### src/rtl/multi_cycle_add_sub.sv
// multi_cycle_add_sub: digit-serial add/subtract with N/Z/C/V flags and start/busy/done handshake
module multi_cycle_add_sub #(
  parameter int WIDTH = 64,
  parameter int DIGIT = 4
) (
  input  logic             clk,
  input  logic             reset,
  input  logic             start,
  input  logic             sub,
  input  logic [WIDTH-1:0] a,
  input  logic [WIDTH-1:0] b,
  output logic             busy,
  output logic             done,
  output logic [WIDTH-1:0] result,
  output logic             flag_n,
  output logic             flag_z,
  output logic             flag_c,
  output logic             flag_v
);
  localparam int NDIG = WIDTH / DIGIT;
  localparam int CW = NDIG > 1 ? $clog2(NDIG) : 1;
  if (DIGIT < 1 || DIGIT > WIDTH || WIDTH % DIGIT != 0) begin : g_bad_digit
    $error("DIGIT must divide WIDTH and lie in 1..WIDTH");
  end
  typedef enum logic {IDLE, RUN} state_t;
  state_t state;
  logic [WIDTH-1:0] opa, opb, part, nxt;
  logic carry, cin_msb;
  logic [CW-1:0] cnt;
  logic [DIGIT:0] s;
  always_comb begin
    s = {1'b0, opa[DIGIT-1:0]} + {1'b0, opb[DIGIT-1:0]} + {{DIGIT{1'b0}}, carry};
    nxt = (WIDTH'(s[DIGIT-1:0]) << (WIDTH - DIGIT)) | (part >> DIGIT);
    cin_msb = s[DIGIT-1] ^ opa[DIGIT-1] ^ opb[DIGIT-1];
  end
  always_ff @(posedge clk) begin
    if (reset) begin
      state <= IDLE;
      busy <= 1'b0;
      done <= 1'b0;
      result <= '0;
      flag_n <= 1'b0;
      flag_z <= 1'b0;
      flag_c <= 1'b0;
      flag_v <= 1'b0;
      opa <= '0;
      opb <= '0;
      part <= '0;
      carry <= 1'b0;
      cnt <= '0;
    end else begin
      done <= 1'b0;
      if (state == IDLE) begin
        if (start) begin
          opa <= a;
          opb <= sub ? ~b : b;
          carry <= sub;
          cnt <= '0;
          state <= RUN;
          busy <= 1'b1;
        end
      end else begin
        opa <= opa >> DIGIT;
        opb <= opb >> DIGIT;
        carry <= s[DIGIT];
        part <= nxt;
        cnt <= cnt + 1'b1;
        if (cnt == CW'(NDIG - 1)) begin
          state <= IDLE;
          busy <= 1'b0;
          done <= 1'b1;
          result <= nxt;
          flag_n <= nxt[WIDTH-1];
          flag_z <= nxt == '0;
          flag_c <= s[DIGIT];
          flag_v <= cin_msb ^ s[DIGIT];
        end
      end
    end
  end
endmodule
### config.mk
export PLATFORM = sky130hd
export DESIGN_NAME = multi_cycle_add_sub
export DESIGN_NICKNAME = d
export VERILOG_FILES = /design/src/rtl/multi_cycle_add_sub.sv
export SDC_FILE = /design/constraint.sdc
export NUM_CORES = 1
export LEC_CHECK = 0
export ABC_AREA = 1
export CORE_AREA = 2 2 147 149
export CTS_CLUSTER_DIAMETER = 30
export CTS_CLUSTER_SIZE = 20
export DETAILED_ROUTE_END_ITERATION = 7
export DIE_AREA = 0 0 149 151
export PLACE_DENSITY = 0.75
export SYNTH_ARGS = -nofsm -noshare
export SYNTH_HDL_FRONTEND = slang
export SYNTH_SLANG_ARGS = --single-unit
### constraint.sdc
create_clock -name clk -period 2.02 [get_ports clk]
set_clock_uncertainty 0.1 [all_clocks]
set_input_delay 0.303 -clock clk [delete_from_list [all_inputs] [get_ports clk]]
set_output_delay 0.303 -clock clk [all_outputs]
set_load 0.05 [all_outputs]
==> impl_metrics.tcl <==
set metrics [dict create \
    status "finished clean" \
    drtIter0Drc 441 \
    dieArea_mm2 0.0225 \
    cp-end-kind "flip-flop" \
    io_pins 202 \
    chipHeight_um 151 \
    yosys.area.top_type "dfxtp_1" \
    setup_viol 0 \
    ys.flop_type "dfxtp_1" \
    whs_ps 49.8 \
    areaGrowthSynthToFinish_pct 32.8 \
    num_vias 9545 \
    grt_pass1_vias 9008 \
    worstPathMaxFanout 3 \
    p_comb_share_pct 8.5 \
    cp_data_arrival_time_ps 2230 \
    routed_wl_mm 26.0 \
    dp_hpwl_mm 16.8 \
    synth.net_count 1541 \
    cts_tree "built" \
    synthTopCellsByArea "dfxtp_1 49%, nand2_1 17%, inv_1 5.4%" \
    grt_first_pass_wirelength_mm 42.6 \
    clk_pin_slew_ps 50 \
    grt_overflow 0 \
    cts_sinks 263 \
    hp-start "reset" \
    clock_latency_ps 510 \
    num_rows 53 \
    port_buffers 201 \
    drt_drc_violations_left 0 \
    nNetsFinal 1722 \
    fmax_mhz 531 \
    crit_start "opa[0]" \
    leakagePower_nw 6.32 \
    worstPathRequired_ps 2370 \
    ir_drop_v 0.000532 \
    fin_crit_sh_pct 93.3 \
    p_sw_mw 3.22 \
    ys_async_sr_fraction_pct 0 \
    wl_per_cell_um 13.8 \
    swShare_pct 22.9 \
    rsz0062_at_grt "false" \
    routed_via_density 5.05 \
    synth_top_area_share_pct 48.9 \
    hold_violations 0 \
    grt_antenna_before_repair 0 \
    ant_nets 0 \
    final-max-slew-violation-count 0 \
    path_class "flip-flop to flip-flop" \
    yosys-top-cells-count "496 x nand2_1, 263 x dfxtp_1, 156 x inv_1" \
    place.gp.congestion 0.789 \
    power_frac_seq_pct 39.1 \
    synth_edf_count 0 \
    initial_core_util_pct 51.7 \
    synth_most_common_cell "nand2_1" \
    grt_max_degree 68 \
    tightest_slew_ps 620 \
    ys_ff_latch 263 \
    synth_area_mm2 0.0108 \
    p_clk_share_pct 52.4 \
    cts-htree-levels 2 \
    tns_ps 0 \
    ys_types 33 \
    die_w_um 149 \
    seq_area_frac_synth_pct 48.9 \
    root_buffer "clkbuf_16" \
    clk_path_buf_depth 3 \
    internal_power_mw 10.8 \
    powerDensity_mw_per_mm2 982 \
    period_needed_ps 1880 \
    cts_inserted_buffers 45 \
    yosysWarningCount 0 \
    first_pass_iters 5 \
    syn_inst 1403 \
    max_cap_violations 0 \
    maxSlewHeadroom_pct 58.7 \
    startpoint_type "flip-flop" \
    worstHoldPathType "input port to flip-flop" \
    gr-usage-all-layers_pct 22.9 \
    core_mm2 0.0208 \
    antenna_cells 0 \
    timing.rr.start "opa[0]" \
    avgSynthCellArea_um2 7.67 \
    drive_gt1_share_pct 7.80 \
]
## power groups by stage
stage / clock network [mW] / registers, mW / logic, mW
after floorplan: 0 / 5.56 / 0.736
after global placement: 0 / 5.58 / 1.18
after detailed placement: 0 / 5.58 / 1.19
after CTS: 7.46 / 5.48 / 1.21
after global routing: 7.70 / 5.50 / 1.33
final: 7.36 / 5.49 / 1.20
## kinds of logic (layout without fill, tap and decap cells)
family	count (synthesis)	after routing	synth area share, %
adders and majority gates	6	6	0.837
DFF	263	263	48.9
buffers and inverters	253	465	10.6
and+or+nand+nor	578	578	20.9
xor gates and xnor gates	65	65	5.29
AOI/OAI and AO/OA	238	238	13.5
## critical path: stages, from the launching register on
cell	delay [ps]
dfxtp_1	340
fa_2	420
fa_2	370
inv_1	60
nand2_1	50
nand2_1	90
nand3_1	110
nor3_2	180
nand2_1	70
nand2_1	50
## metal layers
metal | GRT usage, % | vias up | wire length [um]
li1 | - | 4842 | -
met1 | 29.2 | 4393 | 11400
met2 | 39.5 | 256 | 12700
met3 | 4.10 | 54 | 1320
met4 | 7.00 | 0 | 591
met5 | 0 | - | 0
## metrics by stage
stage / instance area (um^2) / setup WS (ps) / util (%) / power (mW) / cells
after floorplan: 10800 / 166 / - / 6.29 / 1403
after global placement: 12900 / 65.5 / 61.8 / 6.76 / 1812
after detailed placement: 12900 / 11.7 / 61.8 / 6.78 / 1812
after CTS: 14300 / 2.24 / 68.6 / 14.2 / 1890
after global routing: 14300 / 3.32 / 68.7 / 14.5 / 1890
final: 14300 / 135 / 68.7 / 14.0 / 1890
## final cells by class
class	count	area (um^2)
clock buffers	55	1210
clock inverters	23	273
fillers	1776	6520
inverters	163	622
multi-input cells	887	4380
flip-flops and latches	263	5270
well taps	275	344
repair buffers	224	2200
## registers in the layout (all words and copies together) (netlist names)
| name | count |
|---|---|
| carry | 1 |
| state | 1 |
| flag_v | 1 |
| part | 60 |
| opa | 64 |
| opb | 64 |
| flag_z | 1 |
| result | 64 |
| cnt | 4 |
| flag_c | 1 |
| busy | 1 |
| done | 1 |
## placed cells by master, fill, tap and decap left out, types with 8 or more instances in the layout
cell type,instances
nand2_1,495
dfxtp_1,262
inv_1,155
clkdlybuf4s50_1,129
xor2_1,64
a31oi_1,61
o22ai_1,60
dlygate4sd2_1,60
o21ai_1,50
clkbuf_16,45
nor2_1,41
nand3_1,34
buf_4,24
o21ai_0,22
o211ai_1,16
o221ai_1,13
clkinv_2,10
buf_12,10
a21oi_1,8
a22oi_1,8
## repair_timing
action                                  CTS  global route
endpoints found under the setup margin   60            53
pin swaps                                 0             0
setup buffers                             0             0
gates resized for setup                  60             5
hold buffers                              0             0
hold endpoints to repair                  0             0
## worst paths after layout
kind | endpoint | slack (ps) | depth (start not counted)
max | flag_z | 140 | 9
max reg2reg | flag_z | 140 | 9
min reg2reg | result[13] | 350 | 2
min | done | 50 | 2
Note: power is estimated with default switching activity, not from simulation.
